===== src/rtl/mem_wb_pipe_pkg.sv =====
// Shared constants, stage-operation decode and popcount helper for the MEM/WB pipeline register.
package mem_wb_pipe_pkg;

    localparam logic       RstEnable    = 1'b1;
    localparam logic       WriteEnable  = 1'b1;
    localparam logic       WriteDisable = 1'b0;
    localparam logic [31:0] ZeroWord    = 32'h0000_0000;
    localparam logic [4:0] NOPRegAddr   = 5'b00000;
    localparam logic       Stop         = 1'b1;
    localparam logic       NoStop       = 1'b0;

    localparam int unsigned StallMemBit = 4;
    localparam int unsigned StallWbBit  = 5;

    typedef enum logic [1:0] {
        OpAdvance,
        OpBubble,
        OpHold,
        OpFlush
    } wb_op_e;

    // An illegal stall (wb stalled, mem running) falls through to advance.
    function automatic wb_op_e decode_op(input logic flush, input logic [5:0] stall);
        if (flush == WriteEnable) begin
            return OpFlush;
        end else if (stall[StallMemBit] == Stop && stall[StallWbBit] == NoStop) begin
            return OpBubble;
        end else if (stall[StallMemBit] == NoStop) begin
            return OpAdvance;
        end
        return OpHold;
    endfunction

    function automatic logic [2:0] popcount4(input logic [3:0] v);
        return 3'(v[0]) + 3'(v[1]) + 3'(v[2]) + 3'(v[3]);
    endfunction

endpackage


===== src/rtl/mem_wb_pipe_if.sv =====
// MEM-side inputs and WB-side registered outputs of the MEM/WB pipeline register.
interface mem_wb_pipe_if #(
    parameter int unsigned DATA_W     = 32,
    parameter int unsigned REG_ADDR_W = 5,
    parameter int unsigned LANES      = 1,
    parameter int unsigned CP0_ADDR_W = 5
);

    logic [LANES-1:0]            mem_valid;
    logic [LANES*REG_ADDR_W-1:0] mem_wd;
    logic [LANES-1:0]            mem_wreg;
    logic [LANES*DATA_W-1:0]     mem_wdata;
    logic [DATA_W-1:0]           mem_hi;
    logic [DATA_W-1:0]           mem_lo;
    logic                        mem_whilo;
    logic                        mem_llbit_we;
    logic                        mem_llbit_value;
    logic                        mem_cp0_we;
    logic [CP0_ADDR_W-1:0]       mem_cp0_waddr;
    logic [DATA_W-1:0]           mem_cp0_data;

    logic [LANES-1:0]            wb_valid;
    logic [LANES*REG_ADDR_W-1:0] wb_wd;
    logic [LANES-1:0]            wb_wreg;
    logic [LANES*DATA_W-1:0]     wb_wdata;
    logic [DATA_W-1:0]           wb_hi;
    logic [DATA_W-1:0]           wb_lo;
    logic                        wb_whilo;
    logic                        wb_llbit_we;
    logic                        wb_llbit_value;
    logic                        wb_cp0_we;
    logic [CP0_ADDR_W-1:0]       wb_cp0_waddr;
    logic [DATA_W-1:0]           wb_cp0_data;

    modport master (
        output mem_valid, mem_wd, mem_wreg, mem_wdata, mem_hi, mem_lo, mem_whilo,
               mem_llbit_we, mem_llbit_value, mem_cp0_we, mem_cp0_waddr, mem_cp0_data,
        input  wb_valid, wb_wd, wb_wreg, wb_wdata, wb_hi, wb_lo, wb_whilo,
               wb_llbit_we, wb_llbit_value, wb_cp0_we, wb_cp0_waddr, wb_cp0_data
    );

    modport slave (
        input  mem_valid, mem_wd, mem_wreg, mem_wdata, mem_hi, mem_lo, mem_whilo,
               mem_llbit_we, mem_llbit_value, mem_cp0_we, mem_cp0_waddr, mem_cp0_data,
        output wb_valid, wb_wd, wb_wreg, wb_wdata, wb_hi, wb_lo, wb_whilo,
               wb_llbit_we, wb_llbit_value, wb_cp0_we, wb_cp0_waddr, wb_cp0_data
    );

endinterface


===== src/rtl/mem_wb_lane.sv =====
// One write-back lane of the MEM/WB register: valid, destination, gated write enable and data.
module mem_wb_lane
    import mem_wb_pipe_pkg::*;
#(
    parameter int unsigned DATA_W     = 32,
    parameter int unsigned REG_ADDR_W = 5
) (
    input  logic                  clk,
    input  logic                  rst,
    input  wb_op_e                op,
    input  logic                  mem_valid,
    input  logic [REG_ADDR_W-1:0] mem_wd,
    input  logic                  mem_wreg,
    input  logic [DATA_W-1:0]     mem_wdata,
    output logic                  wb_valid,
    output logic [REG_ADDR_W-1:0] wb_wd,
    output logic                  wb_wreg,
    output logic [DATA_W-1:0]     wb_wdata
);

    always_ff @(posedge clk) begin
        if (rst == RstEnable) begin
            wb_valid <= 1'b0;
            wb_wd    <= REG_ADDR_W'(NOPRegAddr);
            wb_wreg  <= WriteDisable;
            wb_wdata <= DATA_W'(ZeroWord);
        end else begin
            unique case (op)
                OpFlush, OpBubble: begin
                    wb_valid <= 1'b0;
                    wb_wd    <= REG_ADDR_W'(NOPRegAddr);
                    wb_wreg  <= WriteDisable;
                    wb_wdata <= DATA_W'(ZeroWord);
                end
                OpAdvance: begin
                    wb_valid <= mem_valid;
                    wb_wd    <= mem_wd;
                    // An invalid lane must never write the regfile.
                    wb_wreg  <= mem_wreg & mem_valid;
                    wb_wdata <= mem_wdata;
                end
                OpHold: begin
                end
            endcase
        end
    end

endmodule


===== src/rtl/mem_wb_pipe.sv =====
// MEM->WB pipeline register: LANES write-back lanes, HI/LO, LLbit and CP0 fields, retire counter.
module mem_wb_pipe
    import mem_wb_pipe_pkg::*;
#(
    parameter int unsigned DATA_W     = 32,
    parameter int unsigned REG_ADDR_W = 5,
    parameter int unsigned LANES      = 1,
    parameter int unsigned CP0_ADDR_W = 5,
    parameter int unsigned CNT_W      = 32
) (
    input  logic             clk,
    input  logic             rst,
    input  logic [5:0]       stall,
    input  logic             flush,
    mem_wb_pipe_if.slave     bus,
    output logic [CNT_W-1:0] retire_cnt
);

    wb_op_e op;
    assign op = decode_op(flush, stall);

    logic [LANES-1:0]            lane_valid;
    logic [LANES*REG_ADDR_W-1:0] lane_wd;
    logic [LANES-1:0]            lane_wreg;
    logic [LANES*DATA_W-1:0]     lane_wdata;

    for (genvar i = 0; i < LANES; i++) begin : g_lane
        mem_wb_lane #(
            .DATA_W     (DATA_W),
            .REG_ADDR_W (REG_ADDR_W)
        ) u_lane (
            .clk       (clk),
            .rst       (rst),
            .op        (op),
            .mem_valid (bus.mem_valid[i]),
            .mem_wd    (bus.mem_wd[i*REG_ADDR_W +: REG_ADDR_W]),
            .mem_wreg  (bus.mem_wreg[i]),
            .mem_wdata (bus.mem_wdata[i*DATA_W +: DATA_W]),
            .wb_valid  (lane_valid[i]),
            .wb_wd     (lane_wd[i*REG_ADDR_W +: REG_ADDR_W]),
            .wb_wreg   (lane_wreg[i]),
            .wb_wdata  (lane_wdata[i*DATA_W +: DATA_W])
        );
    end

    assign bus.wb_valid = lane_valid;
    assign bus.wb_wd    = lane_wd;
    assign bus.wb_wreg  = lane_wreg;
    assign bus.wb_wdata = lane_wdata;

    logic [CNT_W-1:0] retire_cnt_q;
    logic             lane0_valid;
    assign lane0_valid = bus.mem_valid[0];

    always_ff @(posedge clk) begin
        if (rst == RstEnable) begin
            bus.wb_hi          <= DATA_W'(ZeroWord);
            bus.wb_lo          <= DATA_W'(ZeroWord);
            bus.wb_whilo       <= WriteDisable;
            bus.wb_llbit_we    <= WriteDisable;
            bus.wb_llbit_value <= 1'b0;
            bus.wb_cp0_we      <= WriteDisable;
            bus.wb_cp0_waddr   <= '0;
            bus.wb_cp0_data    <= DATA_W'(ZeroWord);
            retire_cnt_q       <= '0;
        end else begin
            unique case (op)
                OpFlush, OpBubble: begin
                    bus.wb_hi          <= DATA_W'(ZeroWord);
                    bus.wb_lo          <= DATA_W'(ZeroWord);
                    bus.wb_whilo       <= WriteDisable;
                    bus.wb_llbit_we    <= WriteDisable;
                    bus.wb_llbit_value <= 1'b0;
                    bus.wb_cp0_we      <= WriteDisable;
                    bus.wb_cp0_waddr   <= '0;
                    bus.wb_cp0_data    <= DATA_W'(ZeroWord);
                end
                OpAdvance: begin
                    bus.wb_hi          <= bus.mem_hi;
                    bus.wb_lo          <= bus.mem_lo;
                    bus.wb_whilo       <= bus.mem_whilo & lane0_valid;
                    bus.wb_llbit_we    <= bus.mem_llbit_we & lane0_valid;
                    bus.wb_llbit_value <= bus.mem_llbit_value;
                    bus.wb_cp0_we      <= bus.mem_cp0_we & lane0_valid;
                    bus.wb_cp0_waddr   <= bus.mem_cp0_waddr;
                    bus.wb_cp0_data    <= bus.mem_cp0_data;
                    // Wraps modulo 2^CNT_W by design.
                    retire_cnt_q       <= retire_cnt_q + CNT_W'(popcount4(4'(bus.mem_valid)));
                end
                OpHold: begin
                end
            endcase
        end
    end

    assign retire_cnt = retire_cnt_q;

    illegal_stall_a: assert property (@(posedge clk) disable iff (rst)
        !(stall[StallWbBit] && !stall[StallMemBit]));

endmodule


===== src/flat_wrapper.sv =====
// flat-port wrapper written by rule: the top's interface ports become plain ports
module mem_wb_pipe_flat import mem_wb_pipe_pkg::*;
#(
    parameter int unsigned DATA_W     = 32,
    parameter int unsigned REG_ADDR_W = 5,
    parameter int unsigned LANES      = 1,
    parameter int unsigned CP0_ADDR_W = 5,
    parameter int unsigned CNT_W      = 32
)
  (clk, rst, stall, flush, retire_cnt, bus_mem_valid, bus_mem_wd, bus_mem_wreg, bus_mem_wdata, bus_mem_hi, bus_mem_lo, bus_mem_whilo, bus_mem_llbit_we, bus_mem_llbit_value, bus_mem_cp0_we, bus_mem_cp0_waddr, bus_mem_cp0_data, bus_wb_valid, bus_wb_wd, bus_wb_wreg, bus_wb_wdata, bus_wb_hi, bus_wb_lo, bus_wb_whilo, bus_wb_llbit_we, bus_wb_llbit_value, bus_wb_cp0_we, bus_wb_cp0_waddr, bus_wb_cp0_data);
  mem_wb_pipe_if #(.DATA_W(DATA_W), .REG_ADDR_W(REG_ADDR_W), .LANES(LANES), .CP0_ADDR_W(CP0_ADDR_W)) bus_i ();
  input  logic clk;
  input  logic rst;
  input  logic [5:0] stall;
  input  logic flush;
  output logic [CNT_W-1:0] retire_cnt;
  input wire logic [$bits(bus_i.mem_valid)-1:0] bus_mem_valid;
  input wire logic [$bits(bus_i.mem_wd)-1:0] bus_mem_wd;
  input wire logic [$bits(bus_i.mem_wreg)-1:0] bus_mem_wreg;
  input wire logic [$bits(bus_i.mem_wdata)-1:0] bus_mem_wdata;
  input wire logic [$bits(bus_i.mem_hi)-1:0] bus_mem_hi;
  input wire logic [$bits(bus_i.mem_lo)-1:0] bus_mem_lo;
  input wire logic [$bits(bus_i.mem_whilo)-1:0] bus_mem_whilo;
  input wire logic [$bits(bus_i.mem_llbit_we)-1:0] bus_mem_llbit_we;
  input wire logic [$bits(bus_i.mem_llbit_value)-1:0] bus_mem_llbit_value;
  input wire logic [$bits(bus_i.mem_cp0_we)-1:0] bus_mem_cp0_we;
  input wire logic [$bits(bus_i.mem_cp0_waddr)-1:0] bus_mem_cp0_waddr;
  input wire logic [$bits(bus_i.mem_cp0_data)-1:0] bus_mem_cp0_data;
  output wire logic [$bits(bus_i.wb_valid)-1:0] bus_wb_valid;
  output wire logic [$bits(bus_i.wb_wd)-1:0] bus_wb_wd;
  output wire logic [$bits(bus_i.wb_wreg)-1:0] bus_wb_wreg;
  output wire logic [$bits(bus_i.wb_wdata)-1:0] bus_wb_wdata;
  output wire logic [$bits(bus_i.wb_hi)-1:0] bus_wb_hi;
  output wire logic [$bits(bus_i.wb_lo)-1:0] bus_wb_lo;
  output wire logic [$bits(bus_i.wb_whilo)-1:0] bus_wb_whilo;
  output wire logic [$bits(bus_i.wb_llbit_we)-1:0] bus_wb_llbit_we;
  output wire logic [$bits(bus_i.wb_llbit_value)-1:0] bus_wb_llbit_value;
  output wire logic [$bits(bus_i.wb_cp0_we)-1:0] bus_wb_cp0_we;
  output wire logic [$bits(bus_i.wb_cp0_waddr)-1:0] bus_wb_cp0_waddr;
  output wire logic [$bits(bus_i.wb_cp0_data)-1:0] bus_wb_cp0_data;
  assign bus_i.mem_valid = bus_mem_valid;
  assign bus_i.mem_wd = bus_mem_wd;
  assign bus_i.mem_wreg = bus_mem_wreg;
  assign bus_i.mem_wdata = bus_mem_wdata;
  assign bus_i.mem_hi = bus_mem_hi;
  assign bus_i.mem_lo = bus_mem_lo;
  assign bus_i.mem_whilo = bus_mem_whilo;
  assign bus_i.mem_llbit_we = bus_mem_llbit_we;
  assign bus_i.mem_llbit_value = bus_mem_llbit_value;
  assign bus_i.mem_cp0_we = bus_mem_cp0_we;
  assign bus_i.mem_cp0_waddr = bus_mem_cp0_waddr;
  assign bus_i.mem_cp0_data = bus_mem_cp0_data;
  assign bus_wb_valid = bus_i.wb_valid;
  assign bus_wb_wd = bus_i.wb_wd;
  assign bus_wb_wreg = bus_i.wb_wreg;
  assign bus_wb_wdata = bus_i.wb_wdata;
  assign bus_wb_hi = bus_i.wb_hi;
  assign bus_wb_lo = bus_i.wb_lo;
  assign bus_wb_whilo = bus_i.wb_whilo;
  assign bus_wb_llbit_we = bus_i.wb_llbit_we;
  assign bus_wb_llbit_value = bus_i.wb_llbit_value;
  assign bus_wb_cp0_we = bus_i.wb_cp0_we;
  assign bus_wb_cp0_waddr = bus_i.wb_cp0_waddr;
  assign bus_wb_cp0_data = bus_i.wb_cp0_data;
  mem_wb_pipe #(.DATA_W(DATA_W), .REG_ADDR_W(REG_ADDR_W), .LANES(LANES), .CP0_ADDR_W(CP0_ADDR_W), .CNT_W(CNT_W)) u_core (.clk(clk), .rst(rst), .stall(stall), .flush(flush), .bus(bus_i), .retire_cnt(retire_cnt));
endmodule

===== config.mk =====
export PLATFORM = sky130hd
export DESIGN_NAME = mem_wb_pipe_flat
export DESIGN_NICKNAME = d
export VERILOG_FILES = /design/src/rtl/mem_wb_pipe_pkg.sv /design/src/rtl/mem_wb_pipe_if.sv /design/src/rtl/mem_wb_lane.sv /design/src/rtl/mem_wb_pipe.sv /design/src/flat_wrapper.sv
export SDC_FILE = /design/constraint.sdc
export NUM_CORES = 1
export LEC_CHECK = 0
export CAP_MARGIN = 5
export CORE_ASPECT_RATIO = 0.8
export CORE_MARGIN = 3
export CORE_UTILIZATION = 43
export DETAILED_ROUTE_END_ITERATION = 10
export PLACE_DENSITY_LB_ADDON = 0.08
export SLEW_MARGIN = 20
export SYNTH_ARGS = -nofsm -noshare
export SYNTH_HDL_FRONTEND = slang
export SYNTH_HIERARCHICAL = 1
export SYNTH_SLANG_ARGS = --single-unit

===== constraint.sdc =====
create_clock -name clk -period 6.17 [get_ports clk]
set_clock_uncertainty 0.15 [all_clocks]
set_input_delay 1.234 -clock clk [delete_from_list [all_inputs] [get_ports clk]]
set_output_delay 1.234 -clock clk [all_outputs]
set_load 0.1 [all_outputs]

# Word-level counts from Yosys, hierarchy flattened
# Cells that the tools add are included.
# classes
n_eq_ne	2
bitwise_logic	5
n_div	0
n_lt_le_gt_ge	0
n_reduce_logical	4
mux	19
n_mul	0
n_addsub	1
shift	0
# op_table
cell	count
$pmux W32 S2	4
$add A32 B1 Y32	1
$pmux W5 S2	2
$pmux W1 S2	6
$mux W2	4
$and A1 B1 Y1	4
$mux W1	3
$eq A2 B1 Y1 const B	1
$eq A2 B2 Y1 const B	1
$logic_not A2 Y1	1
$reduce_bool A2 Y1	1
$reduce_or A2 Y1	1
$logic_and A1 B1 Y1	1
$not A1 Y1	1
# word_totals
ram_bits	0
latch_bits	0
register_bits	176
rom_bits	0
input_bits	153
word_cells	44
output_inout_bits	176
mem_count	0

# Longest topological paths before layout
# Gate-level depths: netlist of run 1.
# depth
ltp_word	8
ltp_mapped	7
mapped_depth_nobuf	6

# Modules after synthesis
# Netlist of run 1, hierarchy kept.
# by_module_without_submodules
mod	instances	seq_area_each_um2	area_per_inst_um2	cells_each
mem_wb_pipe	1	2742.6	4984.8	537
mem_wb_lane	1	780.7	1397.6	128

# Worst setup path before layout of run 1
# Ideal clock, no wire load.
# synth_path
path_type	in2reg
startpoint	input bus_mem_valid
endpoint	register u_core.retire_cnt_q[26] (netlist: u_core/retire_cnt[26])
cell_stages	7
arrival_time_ns	3.119
n_path_buf	1
required_time_ns	5.949
setup_time_ns	0.071
path_slack_ns	2.831
cell_sequence	ha_1 > ha_1 > or3b_4 > or4b_1 > buf_2 > or4_1 > a21oi_1
# synth_via
elab_chain_cells	1
# synth_lines
item	line	source
start: declaration	flat_wrapper.sv:17	input wire logic [$bits(bus_i.mem_valid)-1:0] bus_mem_valid;
$add A32 B1 Y32	mem_wb_pipe.sv:88	retire_cnt_q <= retire_cnt_q + CNT_W'(popcount4(4'(bus.mem_valid)));
end signal: assignment	mem_wb_pipe.sv:88	
end: declaration	mem_wb_pipe.sv:51	logic [CNT_W-1:0] retire_cnt_q;
# No other way between the ends.
# A chain may end at the register's enable or synchronous reset.

# Final worst setup path of run 1
# layout_path
startpoint	input bus_mem_valid
endpoint	register u_core.retire_cnt_q[30] (netlist: u_core/retire_cnt[30])
# The elaborated chain is that of the path after synthesis.

==> results of run 1 <==
[cell usage after synthesis, drive strengths merged]
library cell	count
nor4	4
and4	3
and3	2
ha	3
xor2	3
or3b	1
nor3	3
a32oi	3
nand2	16
buf	10
nor2	157
nand2b	1
mux2	2
or2	2
a21o	1
dfxtp	176
o31ai	11
mux2i	38
inv	6
nand3b	1
nor2b	2
a22oi	102
a21oi	21
nand4	8
or4b	1
or3	9
nor3b	1
xnor2	7
or4	13
o21ai	7
nand3	9
clkbuf	42
[power by group through the flow]
stage / clock network (mW) / logic, mW / registers [mW]
2_1_floorplan: 0 / 0.0910 / 1.39
3_3_place_gp: 0 / 0.441 / 1.20
3_5_place_dp: 0 / 0.448 / 1.20
4_1_cts: 1.07 / 0.449 / 1.18
5_1_grt: 1.11 / 0.467 / 1.18
6_report: 1.05 / 0.448 / 1.18
[registers in the layout, summed over array words and instances, names as in the netlist]
name and count:
u_core/bus.wb_whilo 1, u_core/bus.wb_llbit_we 1, u_core/bus.wb_hi 32, u_core/bus.wb_lo 32, u_core/bus.wb_cp0_data 32, u_core/g_lane.u_lane/wb_valid 1, u_core/retire_cnt 32, u_core/g_lane.u_lane/wb_wreg 1
u_core/bus.wb_cp0_we 1, u_core/bus.wb_cp0_waddr 5, u_core/g_lane.u_lane/wb_wdata 32, u_core/g_lane.u_lane/wb_wd 5, u_core/bus.wb_llbit_value 1
[per-stage QoR]
stage / worst slack (ns) / hold slack [ns]
after floorplan: 2.83 / 0.728
after global placement: 1.94 / 0.291
after detailed placement: 1.89 / 0.300
after CTS: 2.35 / 0.309
after global routing: 2.16 / 0.330
final: 2.32 / 0.309
[critical path: stages]
cell and delay, ns:
sky130_fd_sc_hd__clkdlybuf4s50_1 0.65, sky130_fd_sc_hd__ha_1 0.26, sky130_fd_sc_hd__ha_1 0.17, sky130_fd_sc_hd__or3b_4 0.42, sky130_fd_sc_hd__or4b_1 0.71, sky130_fd_sc_hd__or4_1 0.45
sky130_fd_sc_hd__a21oi_1 0.15
[worst max-delay path by stage]
stage | endpoint | slack, ns
2_1_floorplan | u_core/retire_cnt[26]$_SDFFE_PP0N_ | 2.83
6_report | u_core/retire_cnt[30]$_SDFFE_PP0N_ | 2.32
3_3_place_gp | u_core/retire_cnt[22]$_SDFFE_PP0N_ | 1.94
5_1_grt | u_core/retire_cnt[30]$_SDFFE_PP0N_ | 2.16
4_1_cts | u_core/retire_cnt[30]$_SDFFE_PP0N_ | 2.35
3_5_place_dp | u_core/retire_cnt[26]$_SDFFE_PP0N_ | 1.89
[layer usage]
layer | part of all wire [%] | routed length, um | GRT usage [%] | vias up
met2 | 50 | 10400 | 41.2 | 258
met3 | 9.4 | 1930 | 9.40 | 28
met5 | 0 | 0 | 0 | -
met1 | 38 | 7870 | 27.7 | 2916
met4 | 1.8 | 379 | 7.93 | 0
li1 | - | - | - | 2951
[kinds of logic (layout without fill, tap and decap cells)]
kind of cell	count (synthesis)	after routing	share of synthesized area [%]
AOI/OAI and AO/OA	145	145	16.0
xor gates and xnor gates	10	10	1.37
adders and majority gates	3	3	0.588
buffers and inverters	58	366	4.10
DFF	176	176	55.2
muxes	40	40	6.31
and+or+nand+nor	233	233	16.4
[cell type report]
class	count	area (sq um)
sequential	176	3520
timing repair buffer	328	3280
multi-input combinational	431	2620
clock buffer	21	480
fill	1045	4140
clock inverter	11	108
inverter	6	22.5
tap	184	230
==> results.md, run 1 <==
Cells and area:
- With fillers left out, the area of the finished cells amounts to 0.0103 sq mm.
- The library cells used most frequently in the layout, excluding fill and tap cells, are 323 x sky130_fd_sc_hd__clkdlybuf4s50_1, 176 x sky130_fd_sc_hd__dfxtp_1, 155 x sky130_fd_sc_hd__nor2_1.
- The net count of the finished layout is 1116.
- The post-route netlist has 4.52% of its cells at a drive strength greater than 1.
- The area added between synthesis and finish is 60.7%.
- The share of the core filled with cells in the final layout is 71.3%.
- The finished layout holds 1157 standard cells, fillers aside.
- The final antenna diode count is 0.
- The library cell used most frequently in the layout, excluding fill and tap cells, is sky130_fd_sc_hd__clkdlybuf4s50_1.

STA:
- The number of max-slew violations in the final report came to 0.
- For the pin with the worst max-slew slack, the measured transition is 1.06 ns.
- The worst pin sits at a relative slew slack of 29.3%.
- Setup violations remaining at the end of the flow were counted as 0.
- After layout, the worst path uses 62.5% of the clock period.
- The final number of hold-violating endpoints was 0.
- The time the worst path needs with I/O delays and setup is 3.85 ns.
- The maximum operating frequency is 259 MHz.
- Setup repair after global routing left no endpoint under its margin.
- Adding up every negative setup slack in the final design gives 0 ns.

Global route:
- Global routing consumed, over all layers together, 24.0% of the routing resources.
- The maximum number of pins on one net before global-route repair is 109.
- The leftover overflow at the end of global routing is 0.
- The via count of the first global-routing pass is 5997.
- The number of antenna violations at the first check in global routing is 0.
- The wire length of the first global-routing pass is 31.4 mm.

Pwr:
- The internal power summed over all cells is 1.92 mW.
- Of the total power, combinational logic draws 16.7%.
- The static leakage is 3.72 nW.
- Dividing total power by cell area gives a power density of 261 mW/mm^2.
- Across the VDD grid, the largest voltage drop is 181 uV.
- The sequential cell fraction of total power is 44.0%.
- Of the total power, the share spent switching nets is 28.2%.
- The design draws 2.68 mW.
- The clock power share is 39.3%.
- In this run the power spent charging and discharging nets is 755 uW.

Critical path:
- The endpoint required time on the critical path is 6.37 ns.
- In this run the critical register-to-register path is launched from u_core/retire_cnt[0]$_SDFFE_PP0N_.
- Data on the critical path arrives at its endpoint at 4.05 ns.
- The reg2reg setup slack is 3.45 ns.
- In this run the worst path has a maximum fanout of 10.
- The number of cells on the worst reg-to-reg path is 6.
- The most critical setup path has its startpoint at bus_mem_valid.
- The type of element launching the critical path is an input port.
- The worst setup path category is in2reg.
- The endpoint kind of the worst setup timing path is a flop.
- In this run the critical register-to-register path is captured at u_core/retire_cnt[30]$_SDFFE_PP0N_.

CTS:
- The count of cells resized by post-cts repair is 0.
- The CTS H-tree depth is 4.
- TritonCTS built the clock tree.
- The maximum buffer depth of the clock tree is 2.
- The hold buffer count at CTS is 0.
- TritonCTS created 17 clock buffers.
- The number of sinks driven by the clock tree is 176.
- After clock tree synthesis, the clock-pin slew on the worst setup and hold paths is 0.07 ns.
- The clock latency on the worst-skew pair is 0.42 ns.
- The number of setup buffers added after CTS is 0.
- The root buffer cell chosen for the clock tree is sky130_fd_sc_hd__clkbuf_16.

Run:
- Across the run, the number of max-cap violations was 0.

Routing:
- The count of nets left with antenna violations after detail routing is 0.
- After detailed routing, the average wire length per cell comes to 17.8 um.
- The via total after detailed routing is 6153.
- The detailed-router iteration count before antenna repair is 5.
- The detailed-route vias per instance is 5.32.
- The routed design has 20.6 mm of wire.
- The starting DRC count in detailed routing is 482.
- After detailed routing, the number of remaining DRC violations is 0.

Synth:
- The number of nets handed over by synthesis was 821.
- In this run the biggest area consumer among cell types represents 55.2% of the synthesized area.
- The summed instance area of the synthesized netlist is 0.00638 sq mm.
- The average instance in the mapped netlist occupies 9.60 sq um.
- The post-synthesis sequential element count is 176.
- Sequential elements use 55.2% of the synthesized area.
- The synthesized design spends more area on one cell type than any other, namely sky130_fd_sc_hd__dfxtp_1.
- The number of instances in the synthesized netlist is 665.
- The warning count from the yosys run is 6.
- Yosys attributes the largest share of cell area to sky130_fd_sc_hd__dfxtp_1 55%, sky130_fd_sc_hd__a22oi_1 12%, sky130_fd_sc_hd__nor2_1 9.2%, sky130_fd_sc_hd__mux2i_1 6.0%, sky130_fd_sc_hd__clkbuf_1 2.5%.
- In this run, distinct cell masters in the synthesized netlist total 36.

Hold path:
- The path with the worst hold slack has its endpoint at u_core/g_lane[0].u_lane/wb_wreg$_SDFFE_PP0P_.
- The instance count along the most critical hold path is 2.
- The kind of path behind the tightest hold check is reg2reg.
- The worst hold path begins at u_core/g_lane[0].u_lane/wb_wreg$_SDFFE_PP0P_.

Floorplan:
- For this configuration, the core starts out at a cell density of 44.3%.
- Measured along the x axis, the die boundary spans 142 um.
- The total area inside the core boundary comes to 0.0144 sq mm.
- The die covers 0.0163 sq mm.
- The floorplan has 39 rows.
- In this run the count of I/O pins placed on the die edge is 329.
- The vertical die dimension is 115 um.

Placement:
- The placed instance area is 0.00966 sq mm.
- The number of placed instances, taps included, is 1125.
- The count of port buffers added during placement is 324.
- The congestion estimate from routability-driven global placement came to 0.828.
- Once detailed placement completed, the half-perimeter wirelength came to 14.3 mm.

Status:
- The flow ran to the end, and the final reports show no timing, DRC or antenna violations.
No activity file was read; power rests on OpenSTA's default activity.
==> inputs of run 2 (changes only) <==
--- a/config.mk
+++ b/config.mk
@@ -8,7 +8,7 @@
 export CAP_MARGIN = 5
 export CORE_ASPECT_RATIO = 0.8
 export CORE_MARGIN = 3
-export CORE_UTILIZATION = 43
+export CORE_UTILIZATION = 40
 export DETAILED_ROUTE_END_ITERATION = 10
 export PLACE_DENSITY_LB_ADDON = 0.08
 export SLEW_MARGIN = 20
==> constraint.sdc (replaced) <==
create_clock -name clk -period 4 [get_ports clk]
set_clock_uncertainty 0.15 [all_clocks]
set_input_delay 0.8 -clock clk [delete_from_list [all_inputs] [get_ports clk]]
set_output_delay 0.8 -clock clk [all_outputs]
set_load 0.1 [all_outputs]
==> results.md, run 2 (synthesis gave the netlist of run 1 again) <==
Status:
- The run finished with clean final reports.

Global route:
- The fraction of met2 tracks used by global routing is 38.8% (-2.5 points).
- The maximum number of pins on one net before global-route repair is 109 (unchanged).
- The number of antenna violations at the first check in global routing is 0 (unchanged).
- The wire length of the first global-routing pass came to 32.0 mm (+1.8%).
- The total routing resource utilization after global routing is 22.5% (-1.5 points).
- The busiest layer in global routing is met2.
- The via count of the first global-routing pass is 6247 (+4.2%).
- The leftover overflow at the end of global routing is 0 (unchanged).
- The global-route met3 utilization was 7.87% (-1.5 points).
- The global-route track usage on met1 is 25.4% (-2.2 points).

Run:
- The number of max-cap violations is 0 (unchanged).

CTS:
- The count of cells resized by post-cts repair is 0 (unchanged).
- The CTS H-tree depth was 4 (unchanged).
- The number of sinks driven by the clock tree came to 176 (unchanged).
- The post-CTS setup buffer count is 0 (unchanged).
- TritonCTS built the clock tree.
- The cell sitting at the root of the clock tree is a sky130_fd_sc_hd__clkbuf_16.
- The clock-pin slew of the registers on the worst-case setup and hold paths is 0.06 ns (about the same).
- The hold buffer count at CTS came to 0 (unchanged).
- The clock latency on the worst-skew pair is 0.42 ns (about the same).
- The TritonCTS buffer count was 17 (unchanged).
- The maximum buffer depth of the clock tree is 2 (unchanged).

STA:
- The remaining max-slew budget at the tightest pin is 30.3% (+1.1 points).
- The maximum operating frequency is 309 MHz.
- The time the worst path needs with I/O delays and setup is 3.23 ns.
- The portion of the clock cycle consumed by the worst path in the final layout is 80.8%.
- The setup TNS after final layout is 0 ns (unchanged).
- The worst-margin pin slew is 1.04 ns (-0.0159 ns).
- Setup repair after global routing left no endpoint under its margin.
- The final number of hold-violating endpoints is 0 (unchanged).
- The final-report setup violation count is 0 (unchanged).
- The number of max-slew violations in the final report is 0 (unchanged).

Placement:
- The placed instance area is 0.00973 sq mm (+0.75%).
- The count of port buffers added during placement is 324 (unchanged).
- The placer's final routability congestion estimate came to 0.795 (-4.0%).
- The final HPWL from detailed placement came to 14.7 mm (+3.3%).

Routing:
- The post-route DRC violation count is 0 (unchanged).
- The wire length after detailed routing came to 20.6 mm (+0.32%).
- The via total after detailed routing was 6186 (+0.54%).
- The detailed-route vias per instance was 5.22 (-1.8%).
- The average routed wire per standard cell is 17.4 um (-2.0%).
- The count of nets left with antenna violations after detail routing was 0 (unchanged).
- The starting DRC count in detailed routing is 491 (+1.9%).
- The detailed-router iteration count before antenna repair was 5 (unchanged).

Floorplan:
- The total number of placement rows is 40 (+2.6%).
- The area of the die is 0.0175 sq mm (+7.1%).
- The vertical die dimension is 119 um (+3.5%).
- The total core area was 0.0153 sq mm (+6.4%).
- The number of primary I/O pins is 329 (unchanged).
- The initial core utilization is 41.7% (-2.7 points).
- The floorplan die width is 147 um (+3.5%).

Cells and area:
- The commonest non-fill, non-tap cell in the layout is sky130_fd_sc_hd__clkdlybuf4s50_1.
- The fraction of final layout cells sized beyond drive strength 1 is 4.62% (+0.093 points).
- From synthesis to final layout, the design area changed by 62.0%.
- Leaving out fill and tap cells, the most frequent cells in the layout are 323 x sky130_fd_sc_hd__clkdlybuf4s50_1, 176 x sky130_fd_sc_hd__dfxtp_1, 155 x sky130_fd_sc_hd__nor2_1.
- The layout filler cell count is 1221 (+17%).
- The finished layout cell area came to 0.0103 sq mm (+0.82%).
- The net total in the final layout is 1118 (+0.18%).
- The final antenna diode count was 0 (unchanged).

Critical path:
- The endpoint kind of the worst setup timing path is a flop.
- The biggest fanout along the worst timing path is 10 (unchanged).
- The worst setup path category is in2reg.
- The type of element launching the critical path is an input port.
- The critical path arrival came to 3.43 ns (-0.62 ns).
- The endpoint required time on the critical path was 4.20 ns (-2.17 ns).

Hold path:
- The min-delay analysis places its worst path in the category reg2reg.

Pwr:
- The ratio of total power to cell area is 407 mW/mm^2 (+56%).
- The peak supply drop is 333 uV (+83%).
- The static leakage is 3.76 nW (+1.2%).
==> run 2: cell types whose count changed in the layout (fill, tap and decap cells not counted), sizes merged <==
cell      previous run  this run
clkinvlp             5         1
bufinv               1         3
buf                  5         7
clkinv               5         7
==> run 2: through the flow <==
step                hold slack (ns)  util (%)  total power [mW]  std cells  worst slack [ns]
global placement              0.293      63.6              2.54       1153             0.431
detailed placement            0.301      63.6              2.55       1153             0.368
finish                        0.313      67.5              4.20       1185             0.767
CTS                           0.310      67.5              4.23       1185             0.800
floorplan                     0.728         -              2.29        665             0.764
global route                  0.318      67.5              4.34       1185             0.673
==> run 2: critical path, cell delays in order <==
cell and delay [ns]:
sky130_fd_sc_hd__clkdlybuf4s50_1 0.50, sky130_fd_sc_hd__ha_1 0.21, sky130_fd_sc_hd__ha_1 0.17, sky130_fd_sc_hd__or3b_4 0.42, sky130_fd_sc_hd__or4b_1 0.71, sky130_fd_sc_hd__or4_1 0.47
sky130_fd_sc_hd__a21oi_1 0.15
==> run 2: path summary, 6_finish.rpt <==
kind,start,to,slack [ns],cells after the start
min reg2reg,u_core/g_lane[0].u_lane/wb_wreg$_SDFFE_PP0P_,u_core/g_lane[0].u_lane/wb_wreg$_SDFFE_PP0P_,0.31,2
max,bus_mem_valid,u_core/retire_cnt[30]$_SDFFE_PP0N_,0.77,7
min,u_core/g_lane[0].u_lane/wb_wreg$_SDFFE_PP0P_,u_core/g_lane[0].u_lane/wb_wreg$_SDFFE_PP0P_,0.31,2
max reg2reg,u_core/retire_cnt[0]$_SDFFE_PP0N_,u_core/retire_cnt[30]$_SDFFE_PP0N_,1.26,6
==> run 2: layout make-up <==
| cell class | instances | area (sq um) | area share (%) |
|---|---|---|---|
| Clock inverter | 11 | 136 | 1.32 |
| Inverter | 6 | 22.5 | 0.218 |
| Multi-Input combinational cell | 431 | 2620 | 25.3 |
| Tap cell | 210 | 263 | 2.54 |
| Timing Repair Buffer | 330 | 3310 | 32.0 |
| Clock buffer | 21 | 470 | 4.55 |
| Sequential cell | 176 | 3520 | 34.1 |
==> run 2: metal layers <==
layer  part of all wire [%]  vias to the layer above
li1                       -                     2956
met1                     39                     2940
met2                     50                      250
met3                    8.4                       40
met4                    3.1                        0
met5                      0                        -
==> run 2: report_power, final <==
part	internal, mW	switching [mW]
logic	0.250	0.444
registers	1.79	0.0226
clock network	1.03	0.667
